## src/rtl/buscaminas_button_pulser.sv

```systemverilog
// Push-button front end: two-flop synchronizer, debouncer, press-edge pulser and
// flag/select conflict filter. Define BUSCAMINAS_AUTO_REPEAT_EN for held-move auto-repeat.
module buscaminas_button_pulser #(
    parameter int DEBOUNCE_CYCLES = 500000,
    parameter int REPEAT_DELAY    = 25000000,
    parameter int REPEAT_PERIOD   = 10000000
) (
    input  logic       clk,
    input  logic       rst,
    input  logic [3:0] key_n,
    input  logic       lock,
    output logic       btn_up_down,
    output logic       btn_left_right,
    output logic       btn_flag,
    output logic       btn_select,
    output logic [3:0] pressed
);

    localparam int CNT_W = $clog2(DEBOUNCE_CYCLES + 1);
    localparam logic [CNT_W-1:0] CNT_LAST = CNT_W'(DEBOUNCE_CYCLES - 1);

    logic [3:0]       sync_meta_r;
    logic [3:0]       sync_r;
    logic [CNT_W-1:0] db_cnt_r [4];
    logic [3:0]       pressed_r;
    logic [3:0]       pressed_d_r;
    logic [3:0]       pulse_r;
    logic [3:0]       rise_s;
    logic [3:0]       fire_s;
    logic [1:0]       rep_fire_s;

    // Synchronizer; the inversion is taken at the input so reset (0) means released.
    always_ff @(posedge clk or posedge rst) begin
        if (rst) begin
            sync_meta_r <= 4'b0000;
            sync_r      <= 4'b0000;
        end else begin
            sync_meta_r <= ~key_n;
            sync_r      <= sync_meta_r;
        end
    end

    // Debouncer: count consecutive cycles of disagreement, accept after DEBOUNCE_CYCLES.
    always_ff @(posedge clk or posedge rst) begin
        if (rst) begin
            pressed_r <= 4'b0000;
            for (int i = 0; i < 4; i++) begin
                db_cnt_r[i] <= '0;
            end
        end else begin
            for (int i = 0; i < 4; i++) begin
                if (sync_r[i] == pressed_r[i]) begin
                    db_cnt_r[i] <= '0;
                end else if (db_cnt_r[i] == CNT_LAST) begin
                    db_cnt_r[i]  <= '0;
                    pressed_r[i] <= ~pressed_r[i];
                end else begin
                    db_cnt_r[i] <= db_cnt_r[i] + {{(CNT_W-1){1'b0}}, 1'b1};
                end
            end
        end
    end

    // Previous debounced level for press-edge detection.
    always_ff @(posedge clk or posedge rst) begin
        if (rst) begin
            pressed_d_r <= 4'b0000;
        end else begin
            pressed_d_r <= pressed_r;
        end
    end

    assign rise_s = pressed_r & ~pressed_d_r;

`ifdef BUSCAMINAS_AUTO_REPEAT_EN
    localparam int REP_MAX = (REPEAT_DELAY > REPEAT_PERIOD) ? REPEAT_DELAY : REPEAT_PERIOD;
    localparam int REP_W   = $clog2(REP_MAX + 1);
    localparam logic [REP_W-1:0] REP_FIRST_LAST = REP_W'(REPEAT_DELAY - 1);
    localparam logic [REP_W-1:0] REP_NEXT_LAST  = REP_W'(REPEAT_PERIOD - 1);

    logic [REP_W-1:0] rep_cnt_r [2];
    logic [1:0]       rep_armed_r;
    logic [1:0]       rep_first_r;

    // Repeat fires when the timer since the last pulse reaches the current interval.
    always_comb begin
        rep_fire_s = 2'b00;
        for (int i = 0; i < 2; i++) begin
            if (rep_first_r[i]) begin
                rep_fire_s[i] = rep_armed_r[i] & pressed_r[i] & (rep_cnt_r[i] == REP_FIRST_LAST);
            end else begin
                rep_fire_s[i] = rep_armed_r[i] & pressed_r[i] & (rep_cnt_r[i] == REP_NEXT_LAST);
            end
        end
    end

    // Repeat timers for the move channels; a release or lock disarms them.
    always_ff @(posedge clk or posedge rst) begin
        if (rst) begin
            rep_armed_r <= 2'b00;
            rep_first_r <= 2'b00;
            for (int i = 0; i < 2; i++) begin
                rep_cnt_r[i] <= '0;
            end
        end else begin
            for (int i = 0; i < 2; i++) begin
                if (lock || !pressed_r[i]) begin
                    rep_armed_r[i] <= 1'b0;
                    rep_first_r[i] <= 1'b0;
                    rep_cnt_r[i]   <= '0;
                end else if (fire_s[i]) begin
                    rep_armed_r[i] <= 1'b1;
                    rep_first_r[i] <= rise_s[i];
                    rep_cnt_r[i]   <= '0;
                end else if (rep_armed_r[i]) begin
                    rep_cnt_r[i] <= rep_cnt_r[i] + {{(REP_W-1){1'b0}}, 1'b1};
                end else begin
                    rep_cnt_r[i] <= rep_cnt_r[i];
                end
            end
        end
    end
`else
    localparam int unused_repeat_cfg = REPEAT_DELAY + REPEAT_PERIOD;
    assign rep_fire_s = 2'b00;
`endif

    // Pulse request: press edges plus repeats, flag/select collision cancels both, lock kills all.
    always_comb begin
        fire_s = 4'b0000;
        if (lock) begin
            fire_s = 4'b0000;
        end else begin
            fire_s = rise_s | {2'b00, rep_fire_s};
            if (fire_s[2] && fire_s[3]) begin
                fire_s[3:2] = 2'b00;
            end else begin
                fire_s[3:2] = fire_s[3:2];
            end
        end
    end

    // Registered one-cycle command pulses.
    always_ff @(posedge clk or posedge rst) begin
        if (rst) begin
            pulse_r <= 4'b0000;
        end else begin
            pulse_r <= fire_s;
        end
    end

    assign btn_up_down    = pulse_r[0];
    assign btn_left_right = pulse_r[1];
    assign btn_flag       = pulse_r[2];
    assign btn_select     = pulse_r[3];
    assign pressed        = pressed_r;

endmodule

```

## config.mk

```make
export PLATFORM = sky130hd
export DESIGN_NAME = buscaminas_button_pulser
export DESIGN_NICKNAME = d
export VERILOG_FILES = /design/src/rtl/buscaminas_button_pulser.sv
export SDC_FILE = /design/constraint.sdc
export NUM_CORES = 1
export LEC_CHECK = 0
export CORE_AREA = 2 2 103 105
export DETAILED_ROUTE_END_ITERATION = 8
export DIE_AREA = 0 0 105 107
export PLACE_DENSITY = 0.69
export SYNTH_ARGS = -nofsm -noshare
export SYNTH_HDL_FRONTEND = slang
export SYNTH_SLANG_ARGS = --single-unit
```

## constraint.sdc

```tcl
create_clock -name clk -period 3.3 [get_ports clk]
set_input_delay 0.66 -clock clk [delete_from_list [all_inputs] [get_ports clk]]
set_output_delay 0.66 -clock clk [all_outputs]
set_load 0.1 [all_outputs]
```

==> results of run 1 <==
==> per-stage QoR <==
step / worst slack (ns) / hold WS, ns / power [mW] / util
after floorplan: 0.1346 / 0.3312 / 1.283 / -
after global placement: 1.193 / 0.3327 / 1.307 / 0.4690
after detailed placement: 1.165 / 0.3347 / 1.311 / 0.4690
after CTS: 1.146 / 0.3547 / 2.225 / 0.4928
after global routing: 1.001 / 0.3629 / 2.281 / 0.4928
final: 1.146 / 0.3560 / 2.203 / 0.4928
==> layout make-up <==
cell class / count / share of cell area
sequential: 96 / 0.4830
timing repair buffer: 16 / 0.02969
clock buffer: 9 / 0.02491
clock inverter: 6 / 0.02340
tap: 136 / 0.03421
multi-input combinational: 304 / 0.3922
inverter: 16 / 0.01258
==> cell usage after synthesis, drive strengths merged, types with 4 or more instances <==
| cell type | number |
|---|---|
| nand4 | 22 |
| inv | 16 |
| clkbuf | 5 |
| and4 | 11 |
| and2 | 5 |
| xnor2 | 22 |
| nor4 | 7 |
| and3 | 5 |
| ha | 4 |
| o21ai | 13 |
| buf | 4 |
| or4 | 11 |
| nor3 | 7 |
| o31ai | 9 |
| nand2 | 21 |
| or4b | 4 |
| or3 | 11 |
| dfrtp | 96 |
| a21oi | 19 |
| mux2 | 4 |
| nor2 | 59 |
| xor2 | 31 |
| nand3 | 25 |
==> logic make-up (layout without fill, tap and decap cells) <==
family          after synthesis  after routing  share of synthesized area
simple gates                200            200                     0.2473
flops                        96             96                     0.5378
xor+xnor                     53             53                     0.1039
compound gates               43             43                    0.06414
buf+inv                      25             47                    0.02549
fa+ha+maj                     4              4                    0.01120
mux                           4              4                    0.01008
==> power groups by stage <==
stage          Combinational (mW)  Sequential (mW)  Clock [mW]
4_1_cts                    0.0803             1.21       0.937
2_1_floorplan              0.0559             1.23           0
3_3_place_gp               0.0778             1.23           0
6_report                   0.0771             1.21       0.918
5_1_grt                    0.0893             1.21       0.982
3_5_place_dp               0.0799             1.23           0
==> flip-flops by register name, indices dropped and copies added, names as in the netlist <==
signal,cells
db_cnt_r,76
pressed,4
pressed_d_r,4
pulse_r,4
sync_meta_r,4
sync_r,4
==> routing by layer <==
metal	wire length, um	GRT usage	share of wire	vias to the layer above
li1	-	-	-	1539
met5	0	0	0	-
met2	3842	0.2435	0.48	40
met1	3952	0.2067	0.49	1549
met3	192	0.02371	0.024	8
met4	89	0.05810	0.011	0
==> path summary, 6_finish.rpt <==
path	startpoint	endpoint	depth (start not counted)
max	db_cnt_r[31]$_DFF_PP0_	db_cnt_r[24]$_DFF_PP0_	4
min	sync_meta_r[0]$_DFF_PP0_	sync_r[0]$_DFF_PP0_	0
max reg2reg	db_cnt_r[31]$_DFF_PP0_	db_cnt_r[24]$_DFF_PP0_	4
min reg2reg	sync_meta_r[0]$_DFF_PP0_	sync_r[0]$_DFF_PP0_	0
max in group asynchronous	rst	pressed[2]$_DFFE_PP0P_	3
min in group asynchronous	rst	db_cnt_r[38]$_DFF_PP0_	2
==> flow_summary.yaml, run 1 <==
route:
  drtIter0Drc: 100
  routed_via_density: 5.379
  detail-route-antenna-nets: 0
  drt-pass1-iter-count: 4
  route.detailed.drc: 0
  routedWlPerCell_um: 13.85
  vias: 3136
  wl_mm: 8.076
setup_path:
  critPathLaunchType: "register"
  critical_path_class: "reg2reg"
  worstPathCellList: "or4_1 -> or4_4 -> o21ai_4 -> nor2_1"
  crit_fanout: 18
  endpoint_kind: "register"
  cp.required_ns: 3.53
  arrival_ns: 2.38
  critPathTopFamily: "simple AND/OR/NAND/NOR gates"
  cp_num_buf_inv: 0
  cp_slowest_stage_delay_ns: 0.54
  cp_slowest_cell: "or4_4"
  worst-r2r-setup-slack_ns: 1.15
cells_and_area:
  drive_gt1_frac: 0.09620
  final_common_cell: "dfrtp_1"
  fin_nets: 454
  syn2layout_area_growth_pct: 11.34
  fillers: 963
  fin_area_um2: 4974
  multiInputGateArea_um2: 1951
  ff_latch_area_um2: 2402
  final_cells: 583
  mostFrequentLayoutCells: "96 x dfrtp_1, 59 x nor2_1, 31 x xor2_1"
  diodes: 0
pwr:
  p_comb_frac: 0.035
  switching_power_mw: 0.4795
  switching_share: 0.2177
  p_int_mw: 1.723
  seqPwrFrac: 0.548
  p_leak_nw: 2.063
  worst_ir_drop_vdd_uv: 241.0
  p_per_area_nw_per_um2: 442.9
  clkPwrFrac: 0.417
global_route:
  grt_max_degree: 51
  grt_overflow_total: 0
  grt_usage: 0.1511
  antenna_found_initial: 0
  grt_pass1_wl_mm: 13.97
  grt_pass1_vias: 3055
place:
  place_area_um2: 4733
  finalWeightedCongestion: 0.8167
  post-place-cells: 568
  port_buffers: 14
  dpl.hpwl_mm: 5.468
synth:
  synthCells: 425
  synth_area_leader_cell: "dfrtp_1"
  ys_warn_count: 0
  synth_area_per_cell_um2: 10.51
  synth_edf_count: 0
  seq_area_frac_synth: 0.5378
  synthArstFlopShare: 1.000
  ys_top_cells_by_area: "dfrtp_1 54%, xor2_1 6.1%, nor2_1 5.0%"
  synth_area_um2: 4467
  ys_types: 40
  synth_top_area_share: 0.5378
  syn-num-nets: 436
  ys.flop_type: "dfrtp_1"
  synth.ff_latch_count: 96
clock_network:
  clkSlewWorstSetupHoldPaths_ns: 0.10
  clockBufferDepth: 2
  clk_latency_ns: 0.36
  cts.sink_count: 96
  cts_tree: "yes"
  post_cts_buffers: 0
  cts_hold_buf: 0
  ctsHtreeMaxLevel: 3
  cts_root_buf: "clkbuf_8"
  postCtsResizedCells: 0
  cts_buffers: 9
outcome:
  status: "completed"
sta:
  rsz0062_at_grt: "no"
  finalSetupViolations: 0
  layout_min_cycle_time_ns: 2.154
  fin_setup_tns_ns: 0
  tightestPinTransition_ns: 0.7324
  min_period_over_period: 0.6529
  hold_viol_final: 0
  max_freq_mhz: 464.2
  skew_ns: 0.01339
  slew_headroom: 0.5117
  slew_violations: 0
floorplan:
  dieArea_um2: 11240
  rows: 37
  start_util: 0.4426
  num_io_pins: 15
  fp.dieH_um: 107
  fp.dieW_um: 105
  coreArea_um2: 10090
hold_path:
  hp-class: "reg2reg"
run:
  cap_violations: 0
Note: power is estimated with default switching activity, not from simulation.
==> run 2, diff against run 1 <==
==> constraint.sdc (replaced) <==
create_clock -name clk -period 1.8 [get_ports clk]
set_input_delay 0.36 -clock clk [delete_from_list [all_inputs] [get_ports clk]]
set_output_delay 0.36 -clock clk [all_outputs]
set_load 0.1 [all_outputs]
==> flow_summary.yaml, run 2 (synthesis gave the netlist of run 1 again) <==
outcome:
  status: "finished with violations"
  violations: "setup timing"
clock_network:
  cts_buffers: 9
  cts.sink_count: 96
  cts_tree: "yes"
  clockBufferDepth: 2
  ctsHtreeMaxLevel: 3
  cts_root_buf: "clkbuf_8"
  clk_latency_ns: 0.36
  clkSlewWorstSetupHoldPaths_ns: 0.09
  cts_hold_buf: 0
floorplan:
  rows: 37
  fp.dieH_um: 107
  num_io_pins: 15
  fp.dieW_um: 105
  dieArea_um2: 11240
  coreArea_um2: 10090
  start_util: 0.4426
cells_and_area:
  multiInputGateArea_um2: 2039
  syn2layout_area_growth_pct: 25.91
  fillers: 920
  diodes: 0
  final_common_cell: "dfrtp_1"
  fin_area_um2: 5624
  ff_latch_area_um2: 2402
  fin_nets: 504
  largest_reg_flops: 76
  regMostFlops: "db_cnt_r"
  mostFrequentLayoutCells: "96 x dfrtp_1, 53 x nor2_1, 40 x buf_4"
  post-route-util: 0.5573
  drive_gt1_frac: 0.2209
setup_path:
  critical_path_class: "reg2reg"
  crit_fanout: 2
  cp.required_ns: 2.05
  ff2ff_path_depth: 4
  endpoint_kind: "register"
  arrival_ns: 2.27
  critPathLaunchType: "register"
global_route:
  antenna_found_initial: 0
  grt_max_degree: 26
  grt_pass1_wl_mm: 14.85
  grt_usage: 0.1640
  grt_overflow_total: 0
  grt_pass1_vias: 3234
run:
  cap_violations: 0
route:
  routedWlPerCell_um: 13.64
  drt-pass1-iter-count: 4
  drtIter0Drc: 109
  routed_via_density: 5.363
  route.detailed.drc: 0
  vias: 3400
  detail-route-antenna-nets: 0
  wl_mm: 8.650
sta:
  slew_violations: 0
  skew_ns: 0.005906
  hold_viol_final: 0
  min_period_over_period: 1.119
  layout_min_cycle_time_ns: 2.014
  finalSetupViolations: 38
  tightestPinTransition_ns: 0.4798
  rsz0062_at_grt: "yes"
  fin_setup_tns_ns: -6.549
  max_freq_mhz: 496.6
  slew_headroom: 0.6794
  worst_slack_ns: -0.2136
hold_path:
  hp-class: "reg2reg"
  whs_path_depth: 0
pwr:
  seqPwrFrac: 0.575
  switching_power_mw: 0.9141
  clkPwrFrac: 0.369
  p_per_area_nw_per_um2: 682.9
  p_comb_frac: 0.056
  p_int_mw: 2.927
  p_leak_nw: 2.345
  worst_ir_drop_vdd_uv: 375.5
  p_total_mw: 3.841
  switching_share: 0.2380
place:
  finalWeightedCongestion: 0.8528
  dpl.hpwl_mm: 6.030
  place_area_um2: 5271
  port_buffers: 14
-- run 2: cell types whose count changed in the layout (fill, tap and decap cells not counted), sizes merged --
cell,before,now
buf,10,58
clkinvlp,0,4
bufinv,3,1
clkbuf,9,11
inv,18,16
clkinv,1,2
-- run 2: metrics by stage --
stage	setup WS, ns	cells	hold slack [ns]
2_1_floorplan	-0.1873	425	0.3312
3_3_place_gp	-0.1793	612	0.3318
3_5_place_dp	-0.2004	612	0.3347
4_1_cts	-0.2110	628	0.3527
5_1_grt	-0.2542	634	0.3612
6_report	-0.2136	634	0.3540
-- run 2: critical path, cell delays in order, from the launching register on --
cell	delay, ns
dfrtp_1	0.39
or4_4	0.54
or4_4	0.57
nor2_4	0.11
mux2_4	0.30
-- run 2: area by class of cell --
class / instances / area share
clock inverter: 7 / 0.01268
inverter: 16 / 0.01135
timing repair buffer: 66 / 0.1339
sequential: 96 / 0.4271
clock buffer: 9 / 0.02202
multi-input combinational: 304 / 0.3626
tap: 136 / 0.03026
-- run 2: power groups by stage --
stage	sequential (mW)	combinational, mW	clock (mW)
2_1_floorplan	2.25	0.106	0
3_3_place_gp	2.25	0.193	0
3_5_place_dp	2.25	0.197	0
4_1_cts	2.21	0.199	1.46
5_1_grt	2.21	0.242	1.55
6_report	2.21	0.214	1.42
-- run 2: per-layer routing --
layer,share of wire,vias up,global-route usage,wire [um]
met5,0,-,0,0
met4,0.017,0,0.06762,149
met3,0.025,15,0.03040,212
met2,0.48,52,0.2635,4190
met1,0.47,1684,0.2199,4098
li1,-,1649,-,-
-- run 2: path summary, 6_finish.rpt --
kind | from | to | slack, ns
max in group asynchronous | rst | pressed_d_r[2]$_DFF_PP0_ | 0.97
hold reg to reg | sync_meta_r[3]$_DFF_PP0_ | sync_r[3]$_DFF_PP0_ | 0.35
setup / recovery | db_cnt_r[29]$_DFF_PP0_ | pressed[2]$_DFFE_PP0P_ | -0.21
min in group asynchronous | rst | db_cnt_r[36]$_DFF_PP0_ | 0.36
hold / removal | sync_meta_r[3]$_DFF_PP0_ | sync_r[3]$_DFF_PP0_ | 0.35
setup reg to reg | db_cnt_r[29]$_DFF_PP0_ | pressed[2]$_DFFE_PP0P_ | -0.21
-- run 2: timing repair --
action / 4_1_cts / 5_1_grt
pin swaps: 3 / 1
cloned: 0 / 2
setup endpoints to repair: 38 / 71
buffers inserted: 0 / 4
gates resized for setup: 6 / 14
==> run 3, diff against run 2 <==
--- a/config.mk
+++ b/config.mk
@@ -8,7 +8,7 @@
 export CORE_AREA = 2 2 103 105
 export DETAILED_ROUTE_END_ITERATION = 8
 export DIE_AREA = 0 0 105 107
-export PLACE_DENSITY = 0.69
+export PLACE_DENSITY = 0.71
 export SYNTH_ARGS = -nofsm -noshare
 export SYNTH_HDL_FRONTEND = slang
 export SYNTH_SLANG_ARGS = --single-unit
==> flow_summary.yaml, run 3 (synthesis gave the netlist of run 1 again) <==
setup_path:
  ff2ff_path_depth: 5
  r2r_end: "db_cnt_r[15]$_DFF_PP0_"
  endpoint_kind: "register"
  crit_fanout: 8
  cp_slowest_cell: "or4_4"
  regToRegStartpoint: "db_cnt_r[11]$_DFF_PP0_"
  worst-r2r-setup-slack_ns: -0.22
  critical_path_class: "reg2reg"
  cp_num_buf_inv: 1
  arrival_ns: 2.27
  critPathTopFamily: "simple AND/OR/NAND/NOR gates"
  cp_slowest_stage_delay_ns: 0.56
  cp.required_ns: 2.04
  crit_path_start: "db_cnt_r[11]$_DFF_PP0_"
  worstPathCellList: "or4_1 -> or4_4 -> o21ai_4 -> buf_6 -> a21oi_2"
  critPathLaunchType: "register"
clock_network:
  clkSlewWorstSetupHoldPaths_ns: 0.09
  cts.sink_count: 96
  cts_root_buf: "clkbuf_8"
  clockBufferDepth: 2
  cts_tree: "yes"
  cts_buffers: 9
  ctsHtreeMaxLevel: 3
  clk_latency_ns: 0.36
place:
  place_area_um2: 5256
  port_buffers: 14
  dpl.hpwl_mm: 6.079
  finalWeightedCongestion: 0.8705
  post-place-cells: 615
sta:
  tightestPinTransition_ns: 0.4346
  max_freq_mhz: 494.7
  rsz0062_at_grt: "yes"
  min_period_over_period: 1.123
  slew_violations: 0
  slew_headroom: 0.7096
  worst_slack_ns: -0.2213
  finalSetupViolations: 38
  hold_viol_final: 0
  skew_ns: 0.008054
  layout_min_cycle_time_ns: 2.021
cells_and_area:
  regMostFlops: "db_cnt_r"
  final_cells: 633
  fin_area_um2: 5627
  drive_gt1_frac: 0.2254
  fin_nets: 503
  mostFrequentLayoutCells: "96 x dfrtp_1, 49 x nor2_1, 42 x buf_4"
  fillers: 880
  diodes: 0
  final_common_cell: "dfrtp_1"
  syn2layout_area_growth_pct: 25.97
  post-route-util: 0.5575
  largest_reg_flops: 76
global_route:
  grt_overflow_total: 0
  grt_pass1_wl_mm: 15.35
  antenna_found_initial: 0
  grt_usage: 0.1689
  grt_pass1_vias: 3352
  grt_max_degree: 35
floorplan:
  start_util: 0.4426
  rows: 37
  fp.dieW_um: 105
  coreArea_um2: 10090
  fp.dieH_um: 107
  dieArea_um2: 11240
  num_io_pins: 15
pwr:
  p_per_area_nw_per_um2: 753.7
  p_leak_nw: 2.355
  worst_ir_drop_vdd_uv: 427.6
route:
  drtIter0Drc: 113
  wl_mm: 8.821
  vias: 3387
  route.detailed.drc: 0
  routedWlPerCell_um: 13.94
  drt-pass1-iter-count: 4
  routed_via_density: 5.351
  detail-route-antenna-nets: 0
outcome:
  status: "finished with violations"
  violations: "setup timing"
hold_path:
  hp-class: "in2async"
run:
  cap_violations: 0
[run 3: layer usage]
| metal | GRT usage | wire (um) | vias up |
|---|---|---|---|
| met5 | 0 | 0 | - |
| met2 | 0.2713 | 4225 | 38 |
| met1 | 0.2300 | 4259 | 1682 |
| met3 | 0.02492 | 166 | 18 |
| li1 | - | - | 1649 |
| met4 | 0.07143 | 169 | 0 |
[run 3: through the flow]
| stage | power (mW) | hold WS [ns] | setup TNS [ns] | setup WS, ns |
|---|---|---|---|---|
| after floorplan | 2.356 | 0.3312 | -4.217 | -0.1873 |
| after global placement | 2.432 | 0.3335 | -3.796 | -0.1847 |
| after detailed placement | 2.441 | 0.3370 | -5.184 | -0.2100 |
| after CTS | 4.267 | 0.3509 | -6.300 | -0.2038 |
| after global routing | 4.380 | 0.3654 | -8.861 | -0.2624 |
| final | 4.241 | 0.3507 | -6.985 | -0.2213 |
[run 3: layout make-up]
class,count,area (um2),area share
Multi-Input combinational cell,304,2044,0.3634
Inverter,16,63.81,0.01134
Timing Repair Buffer,65,680.7,0.1210
Clock inverter,7,141.4,0.02513
Sequential cell,96,2402,0.4270
Tap cell,136,170.2,0.03024
Clock buffer,9,123.9,0.02201
[run 3: worst max path at each step]
| stage | cells after the start | endpoint | slack, ns |
|---|---|---|---|
| after floorplan | 4 | pressed[3]$_DFFE_PP0P_ | -0.19 |
| after global placement | 4 | pressed[3]$_DFFE_PP0P_ | -0.18 |
| after detailed placement | 4 | pressed[3]$_DFFE_PP0P_ | -0.21 |
| after CTS | 4 | pressed[3]$_DFFE_PP0P_ | -0.20 |
| after global routing | 5 | db_cnt_r[3]$_DFF_PP0_ | -0.26 |
| final | 5 | db_cnt_r[15]$_DFF_PP0_ | -0.22 |
[run 3: timing repair]
action                                  in CTS  in global routing
pin swaps                                    1                  4
gates resized for setup                     14                 12
endpoints found under the setup margin      38                 54
hold buffers                                 0                  0
setup buffers                                0                  1
gates cloned                                 0                  1
[run 3: report_power, final]
group          internal (mW)  switching [mW]
clock                   1.07           0.767
combinational         0.0821           0.115
sequential              2.19          0.0261
